--- config.mk ---
export PLATFORM = sky130hd
export DESIGN_NAME = frame_pixel_streamer
export DESIGN_NICKNAME = d
export VERILOG_FILES = /design/src/rtl/frame_pixel_streamer.sv
export SDC_FILE = /design/constraint.sdc
export NUM_CORES = 1
export LEC_CHECK = 0
export BUFFER_PORTS_ARGS = -buffer_cell sky130_fd_sc_hd__buf_2
export CAP_MARGIN = 20
export CORE_MARGIN = 4
export CORE_UTILIZATION = 25
export DETAILED_ROUTE_END_ITERATION = 6
export GPL_ROUTABILITY_DRIVEN = 0
export HOLD_SLACK_MARGIN = 0.02
export SYNTH_ARGS = -nofsm -noshare
export SYNTH_HDL_FRONTEND = slang
export SYNTH_SLANG_ARGS = --single-unit
--- constraint.sdc ---
create_clock -name clk -period 2.47 [get_ports clk]
set_input_delay 0.1235 -clock clk [delete_from_list [all_inputs] [get_ports clk]]
set_output_delay 0.1235 -clock clk [all_outputs]
set_load 0.02 [all_outputs]
--- src/rtl/frame_pixel_streamer.sv ---
// Raster-order frame reader: issues one memory read per non-paused cycle,
// emits registered pixel beats two cycles later, then zero flush beats to drain the line buffer.
module frame_pixel_streamer #(
  parameter int NUM_CHANNELS = 8,
  parameter int DATA_WIDTH   = 8,
  parameter int IMG_WIDTH    = 256,
  parameter int IMG_HEIGHT   = 256,
  parameter int ADDR_WIDTH   = 16,
  parameter int FLUSH_LEN    = 258
) (
  input  logic                                 clk,
  input  logic                                 rst_n,
  input  logic                                 i_start,
  input  logic [ADDR_WIDTH-1:0]                i_base_addr,
  input  logic                                 i_pause,
  output logic                                 o_mem_rd_en,
  output logic [ADDR_WIDTH-1:0]                o_mem_addr,
  input  logic [NUM_CHANNELS*DATA_WIDTH-1:0]   i_mem_rdata,
  output logic                                 o_valid,
  output logic [NUM_CHANNELS*DATA_WIDTH-1:0]   o_data,
  output logic                                 o_sof,
  output logic                                 o_eol,
  output logic                                 o_flush,
  output logic                                 o_busy,
  output logic                                 o_done
);

  localparam int BEAT_W = NUM_CHANNELS * DATA_WIDTH;
  localparam int COL_W  = $clog2(IMG_WIDTH);
  localparam int ROW_W  = $clog2(IMG_HEIGHT);
  localparam int FL_W   = $clog2(FLUSH_LEN + 2);

  localparam logic [COL_W-1:0] LAST_COL   = COL_W'(IMG_WIDTH - 1);
  localparam logic [ROW_W-1:0] LAST_ROW   = ROW_W'(IMG_HEIGHT - 1);
  localparam logic [FL_W-1:0]  LAST_FLUSH = FL_W'((FLUSH_LEN > 0) ? FLUSH_LEN - 1 : 0);

  typedef enum logic [1:0] {IDLE, STREAM, FLUSH, DRAIN} state_t;

  state_t                state_q, state_d;
  logic [COL_W-1:0]      col_q;
  logic [ROW_W-1:0]      row_q;
  logic [FL_W-1:0]       flush_cnt_q;
  logic [ADDR_WIDTH-1:0] next_addr_q;

  // Beat metadata travels alongside the read: stage 1 = issue, stage 2 = memory cycle.
  logic s1_valid_q, s1_sof_q, s1_eol_q, s1_flush_q;
  logic s2_valid_q, s2_sof_q, s2_eol_q, s2_flush_q;

  logic start_ok, issue_pix, issue_flush, last_pix, last_flush, pipe_empty;
  logic busy_d, done_d;

  assign last_pix   = (row_q == LAST_ROW) && (col_q == LAST_COL);
  assign last_flush = (flush_cnt_q == LAST_FLUSH);
  assign pipe_empty = !s1_valid_q && !s2_valid_q;

  always_ff @(posedge clk) begin
    if (!rst_n) state_q <= IDLE;
    else        state_q <= state_d;
  end

  // NOTE: every combinational output gets a default first so no path infers a latch.
  always_comb begin
    state_d = state_q;
    unique case (state_q)
      IDLE:   if (i_start) state_d = STREAM;
      STREAM: if (!i_pause && last_pix) state_d = (FLUSH_LEN == 0) ? DRAIN : FLUSH;
      FLUSH:  if (!i_pause && last_flush) state_d = DRAIN;
      DRAIN:  if (pipe_empty) state_d = IDLE;
      default: state_d = IDLE;
    endcase
  end

  always_comb begin
    start_ok    = (state_q == IDLE) && i_start;
    issue_pix   = (state_q == STREAM) && !i_pause;
    issue_flush = (state_q == FLUSH) && !i_pause;
    done_d      = (state_q == DRAIN) && pipe_empty;
    busy_d      = (state_d != IDLE);
  end

  // NOTE: sequential state uses non-blocking assignments so every register samples pre-edge values.
  always_ff @(posedge clk) begin
    if (!rst_n) begin
      col_q       <= '0;
      row_q       <= '0;
      flush_cnt_q <= '0;
      next_addr_q <= '0;
      o_mem_rd_en <= 1'b0;
      o_mem_addr  <= '0;
      s1_valid_q  <= 1'b0;
      s1_sof_q    <= 1'b0;
      s1_eol_q    <= 1'b0;
      s1_flush_q  <= 1'b0;
      s2_valid_q  <= 1'b0;
      s2_sof_q    <= 1'b0;
      s2_eol_q    <= 1'b0;
      s2_flush_q  <= 1'b0;
      o_valid     <= 1'b0;
      o_data      <= '0;
      o_sof       <= 1'b0;
      o_eol       <= 1'b0;
      o_flush     <= 1'b0;
      o_busy      <= 1'b0;
      o_done      <= 1'b0;
    end else begin
      if (start_ok) begin
        col_q       <= '0;
        row_q       <= '0;
        flush_cnt_q <= '0;
        next_addr_q <= i_base_addr;
      end
      if (issue_pix) begin
        next_addr_q <= next_addr_q + ADDR_WIDTH'(1);
        o_mem_addr  <= next_addr_q;
        if (col_q == LAST_COL) begin
          col_q <= '0;
          row_q <= row_q + ROW_W'(1);
        end else begin
          col_q <= col_q + COL_W'(1);
        end
      end
      if (issue_flush) flush_cnt_q <= flush_cnt_q + FL_W'(1);

      o_mem_rd_en <= issue_pix;
      s1_valid_q  <= issue_pix || issue_flush;
      s1_sof_q    <= issue_pix && (row_q == '0) && (col_q == '0);
      s1_eol_q    <= issue_pix && (col_q == LAST_COL);
      s1_flush_q  <= issue_flush;

      s2_valid_q  <= s1_valid_q;
      s2_sof_q    <= s1_sof_q;
      s2_eol_q    <= s1_eol_q;
      s2_flush_q  <= s1_flush_q;

      o_valid     <= s2_valid_q;
      o_sof       <= s2_sof_q;
      o_eol       <= s2_eol_q;
      o_flush     <= s2_flush_q;
      o_data      <= (s2_valid_q && !s2_flush_q) ? i_mem_rdata : BEAT_W'(0);

      o_busy      <= busy_d;
      o_done      <= done_d;
    end
  end

endmodule
==> results of run 1 <==
## stage by stage
stage / std cells / power, mW / cell area (µm²) / hold WS [ps]
after detailed placement: 971 / 2.63 / 6340 / 327
after global placement: 971 / 2.62 / 6340 / 322
after floorplan: 559 / 2.50 / 5250 / 245
after CTS: 1076 / 5.30 / 7660 / 21.7
after global routing: 1076 / 5.42 / 7660 / 39.2
final: 1076 / 5.21 / 7660 / 47.7
## per-layer routing
metal	global-route usage (%)	vias up
li1	-	2419
met1	15.4	2252
met2	21.7	113
met3	3.48	30
met4	5.52	0
met5	0	-
## path summary, 6_finish.rpt
kind	startpoint	end	slack, ps	depth (start not counted)
max	state_q[1]	flush_cnt_q[8]	410	4
min	i_base_addr[9]	next_addr_q[9]	50	3
max reg2reg	state_q[1]	flush_cnt_q[8]	410	4
min reg2reg	s2_sof_q	o_sof	430	1
## sequential cells by signal, indices dropped and copies added, names as in the netlist, 2 cells and up
register     count
o_data          64
next_addr_q     16
o_mem_addr      16
flush_cnt_q      9
col_q            8
row_q            8
state_q          2
## layout by cell type, fill, tap and decap left out, types with 3 or more instances in the layout
cell           synthesis  routed
a211oi_1               5       5
a21oi_1               38      38
a22oi_1                4       4
a311oi_1               3       3
a31oi_1                7       7
and2_1                74      74
and3_1                 6       6
and4_1                 3       3
buf_2                 15     170
buf_4                  0      10
clkbuf_16              0      17
clkinvlp_4             0       4
dfxtp_1              138     138
dlygate4sd3_1          0      73
ha_1                   7       7
inv_1                 13      13
inv_6                  0       5
mux2_1                 3       3
mux2i_1                3       3
nand2_1               59      59
nand2b_1               3       3
nand3_1               13      13
nand4_1               11      11
nand4bb_1              3       3
nor2_1                34      34
nor2b_1                5       4
nor3_1                 7       7
nor3b_1                4       4
nor4_1                 9       9
o21ai_0                9       9
or3_1                  4       4
or3b_1                 3       3
or4_1                  6       6
xnor2_1                4       4
## what timing repair did
item | CTS | global route
hold buffers | 73 | 0
endpoints found under the hold margin | 73 | 0
buffers inserted | 0 | 0
## critical path, stage by stage, from the launching register on
cell and delay (ps):
dfxtp_1 580, or3b_1 610, nor4_1 360, mux2_1 360
nor2_1 80
## report_power, final
part,switching (mW),internal (mW),total [mW]
Sequential,0.0428,2.26,2.31
Clock,1.03,1.51,2.54
Combinational,0.168,0.195,0.363
## cell families after synthesis
family / after synthesis / share of synthesized area, %
AO/OA/AOI/OAI: 99 / 12.5
XOR/XNOR: 6 / 1.00
adder cells (fa/ha/maj): 7 / 1.67
buffers and inverters: 51 / 4.15
flip-flops: 138 / 52.6
multiplexers: 6 / 1.22
AND/OR/NAND/NOR: 252 / 26.8
## final cells by class
class / count / area (µm²) / share of cell area [%]
Clock buffer: 18 / 429 / 5.60
Timing Repair Buffer: 253 / 1660 / 21.6
Sequential cell: 138 / 2760 / 36.0
Tap cell: 270 / 338 / 4.41
Clock inverter: 14 / 159 / 2.07
Multi-Input combinational cell: 370 / 2270 / 29.6
Inverter: 13 / 48.8 / 0.637
==> summary.txt, run 1 <==
Timing
  • Final hold vios: 0
  • Least-Margin Pin Slew: 698 ps
  • Setup TNS Final: 0 ps
  • Final Cycle Share: 83.4%
  • Max-slew violations: 0
  • Final min period: 2060 ps
  • RSZ-0062 raised after global routing: false
  • Max-slew headroom: 53.5%
  • Final setup vio count: 0
  • Worst Skew: 14.3 ps
  • Final worst slack: 411 ps
  • Max Freq: 486 MHz

Placed design
  • Post-DP HPWL: 10.4 mm
  • Worst slack, placed: 409 ps
  • IO buf count: 170

Clock tree
  • Worst-Skew Late Latency: 420 ps
  • Clock transition at path regs: 60 ps
  • Post-CTS resize count: 0
  • # clock sinks: 138
  • TritonCTS clock tree: yes
  • Clk buf depth: 2
  • Total CTS buffers: 17
  • # H-tree levels: 4
  • CTS root buffer: clkbuf_16

Final layout
  • Layout area overhead: 46.0%
  • Final Core Density: 37.5%
  • Net count, final: 884
  • Fill count: 2058
  • Share of layout cells above drive strength 1: 27.3%
  • Antenna diode count: 0

Global routing
  • Total GRT Usage: 12.9%
  • Vias in the first global route: 4755
  • First-pass GRT wire length: 24.5 mm
  • Initial antenna violation count: 0
  • Total global routing overflow: 0
  • Largest net degree at the start of global routing: 65

Routing
  • WL/cell: 14.0 µm
  • Met3 wire len: 626 µm
  • Vias: 4814
  • Initial DRC Count: 203
  • Drt total wl: 15.0 mm
  • Highest routed layer: met4
  • Post-route ant nets: 0
  • Metal2 WL: 7.61 mm
  • Metal1 wirelength: 6.40 mm
  • Vias per inst: 4.47
  • Residual DRC: 0
  • Drt first pass iters: 5

Worst hold path
  • Min-delay worst type: input port to flop

Synth
  • Leading area contributor after synthesis: dfxtp_1
  • Fraction of registers with async set/reset: 0%
  • Yosys reg bits: 138
  • Yosys top cell area share: 52.6%
  • Warnings, synthesis: 0
  • Most used DFF post-synth: dfxtp_1
  • Post-synthesis cell count: 559
  • Post-synth EDFFs: 0
  • Syn Nets: 650
  • Mean Syn Cell Area: 9.39 µm²
  • Post-synthesis sequential area ratio: 52.6%
  • Most frequent cell after synthesis: dfxtp_1
  • Cell area after synthesis: 5250 µm²
  • Synth top area cells: dfxtp_1, and2_1, nand2_1, a21oi_1, nor2_1
  • Commonest cells post-synth: dfxtp_1, and2_1, nand2_1
  • Unique masters post-synth: 60

Job
  • Max-cap violation count: 0

Pwr
  • Leak Pwr: 3.32 nW
  • Pwr per Cell Area: 680 nW/µm²
  • VDD IR max: 0.324 mV

Run status
  • Status: completed

Worst setup path
  • Critical path peak fanout: 16
  • CP Launch Type: flop
  • Crit Path Class: flop to flop
  • CP arrival: 2400 ps
  • Worst endpoint required time: 2810 ps
  • Worst setup EP type: flop

Floorplan
  • Die Ht: 153 µm
  • Die width: 153 µm
  • Io pins: 171
  • Row Count: 52
  • Starting Density: 25.7%
  • Die area: 23400 µm²
  • Core area: 20400 µm²
No activity file was read; power rests on OpenSTA's default activity.
==> inputs of run 2 (changes only) <==
--- a/config.mk
+++ b/config.mk
@@ -5,6 +5,7 @@
 export SDC_FILE = /design/constraint.sdc
 export NUM_CORES = 1
 export LEC_CHECK = 0
+export ABC_AREA = 1
 export BUFFER_PORTS_ARGS = -buffer_cell sky130_fd_sc_hd__buf_2
 export CAP_MARGIN = 20
 export CORE_MARGIN = 4
==> constraint.sdc (replaced) <==
create_clock -name clk -period 2.2 [get_ports clk]
set_input_delay 0.11 -clock clk [delete_from_list [all_inputs] [get_ports clk]]
set_output_delay 0.11 -clock clk [all_outputs]
set_load 0.02 [all_outputs]
==> summary.txt, run 2 <==
Floorplan
  • Io pins: 171
  • Die width: 155 µm
  • Core area: 21100 µm²
  • Starting Density: 25.5%
  • Die area: 24000 µm²
  • Row Count: 53
  • Die Ht: 155 µm

Worst setup path
  • Reg2Reg Depth: 7
  • Reg2reg end: next_addr_q[1]
  • Crit Path Class: flop to flop
  • CP Launch Type: flop
  • Beginning of the worst register-to-register path: state_q[1]
  • Setup slack, reg-to-reg: 630 ps
  • CP arrival: 1910 ps
  • Worst endpoint required time: 2540 ps
  • Critical path peak fanout: 14
  • Worst setup EP type: flop

Pwr
  • VDD IR max: 0.471 mV
  • Leak Pwr: 3.99 nW
  • Pwr per Cell Area: 806 nW/µm²

Clock tree
  • Worst-Skew Late Latency: 420 ps
  • Total CTS buffers: 17
  • Post-CTS Setup Inserts: 0
  • CTS Hold Bufs: 74
  • # H-tree levels: 4
  • Clock transition at path regs: 60 ps
  • # clock sinks: 138
  • TritonCTS clock tree: yes
  • CTS root buffer: clkbuf_16
  • Post-CTS resize count: 0
  • Clk buf depth: 2

Synth
  • Commonest cells post-synth: dfxtp_1, nor2_1, inv_1
  • Leading area contributor after synthesis: dfxtp_1
  • Post-synth EDFFs: 0
  • Post-synthesis cell count: 719
  • Syn Nets: 810
  • Post-synthesis sequential area ratio: 51.3%
  • Yosys reg bits: 138
  • Synth top area cells: dfxtp_1, nor2_1, inv_1, nand2_1, o21ai_0
  • Most frequent cell after synthesis: dfxtp_1
  • Fraction of registers with async set/reset: 0%
  • Mean Syn Cell Area: 7.49 µm²
  • Most used DFF post-synth: dfxtp_1
  • Unique masters post-synth: 35
  • Warnings, synthesis: 0
  • Yosys top cell area share: 51.3%
  • Cell area after synthesis: 5390 µm²

Final layout
  • Antenna diode count: 0
  • Most common cell after layout, fill and taps aside: buf_2
  • Layout area overhead: 46.8%
  • Most frequent cells in the layout: buf_2, dfxtp_1, nor2_1, inv_1, nand2_1
  • Net count, final: 1056
  • Largest register FFs: 64
  • Non-Filler Instances: 1252
  • Largest registers: o_data: 64 flops, next_addr_q: 16 flops, o_mem_addr: 16 flops
  • Share of layout cells above drive strength 1: 22.9%
  • Fill count: 2139
  • Largest register by flop count: o_data

Worst hold path
  • Hold path startpoint: i_base_addr[15]
  • Min-delay worst type: input port to flop
  • Hold EP: next_addr_q[15]
  • Depth of the worst hold-timing path: 5

Global routing
  • Largest net degree at the start of global routing: 50
  • First-pass GRT wire length: 25.2 mm
  • Initial antenna violation count: 1
  • Vias in the first global route: 5059
  • Total GRT Usage: 12.9%
  • Total global routing overflow: 0

Timing
  • Final Cycle Share: 71.2%
  • Final worst slack: 633 ps
  • Final hold vios: 0
  • Setup TNS Final: 0 ps
  • Least-Margin Pin Slew: 523 ps
  • Final setup vio count: 0
  • Max Freq: 638 MHz
  • RSZ-0062 raised after global routing: false
  • Max-slew headroom: 65.1%
  • Max-slew violations: 0
  • Final min period: 1570 ps
  • Worst Skew: 11.7 ps

Placed design
  • Worst slack, placed: 680 ps
  • Post-DP HPWL: 10.9 mm
  • IO buf count: 170
  • Cell Count Post-Placement: 1147

Routing
  • Drt total wl: 15.6 mm
  • Vias: 5301
  • Drt first pass iters: 4
  • Residual DRC: 0
  • Initial DRC Count: 320
  • Vias per inst: 4.23
  • WL/cell: 12.5 µm
  • Post-route ant nets: 0

Run status
  • Status: completed

Job
  • Max-cap violation count: 0
## run 2: cell count changes after synthesis, sizes merged, moves of 9 or more
cell | before | now
clkbuf | 20 | 5
and2 | 74 | 0
o21ai | 11 | 47
a21oi | 38 | 29
nand3 | 14 | 39
nand2 | 59 | 113
inv | 13 | 133
nor2 | 34 | 140
## run 2: worst max-delay path, cell delays in order (launching register included)
cell and delay (ps):
dfxtp_1 340, nor2_1 200, nand2_2 70, nand2_1 270, buf_4 260, o21a_1 160
o21ai_0 80, a21oi_1 120
## run 2: worst max-delay path by stage
stage | from | endpoint | slack, ps | cells past startpoint
final | state_q[1] | next_addr_q[1] | 630 | 7
after global routing | state_q[1] | next_addr_q[1] | 510 | 7
after detailed placement | state_q[1] | next_addr_q[1] | 680 | 7
after global placement | state_q[1] | next_addr_q[1] | 700 | 7
after floorplan | col_q[0] | row_q[3] | 910 | 8
after CTS | state_q[1] | next_addr_q[1] | 620 | 7
## run 2: per-stage QoR
step	util [%]	hold WS (ps)	total power [mW]	area, µm²
after floorplan	-	219	2.95	5390
after global placement	30.9	326	3.14	6510
after detailed placement	30.9	328	3.14	6510
after CTS	37.5	27.8	6.47	7910
after global routing	37.5	50.6	6.65	7910
final	37.5	45.3	6.38	7910
## run 2: layer usage
layer  part of all wire [%]  GRT usage, %
met1                     46          16.1
met2                     46          21.2
met3                    7.7          4.25
met4                    1.2          3.74
met5                      0             0
## run 2: cells by family (layout without fill, tap and decap cells)
| family | after synthesis | in the layout | synth area share [%] |
|---|---|---|---|
| compound gates | 94 | 94 | 9.76 |
| simple gates | 319 | 319 | 25.2 |
| fa+ha+maj | 7 | 7 | 1.63 |
| flops | 138 | 138 | 51.3 |
| buf+inv | 159 | 417 | 11.8 |
| xor+xnor | 2 | 2 | 0.325 |
## run 2: layout make-up
cell class,count,area [µm²],share of cell area [%]
sequential,138,2760,34.9
clock buffer,19,443,5.60
inverter,133,499,6.31
clock inverter,12,211,2.67
tap,275,344,4.35
timing repair buffer,253,1660,21.0
multi-input combinational,422,1990,25.1
## run 2: power by group
part	switching [mW]	internal [mW]	total, mW
Sequential	0.0521	2.57	2.62
Clock	1.13	2.06	3.19
Combinational	0.306	0.259	0.565
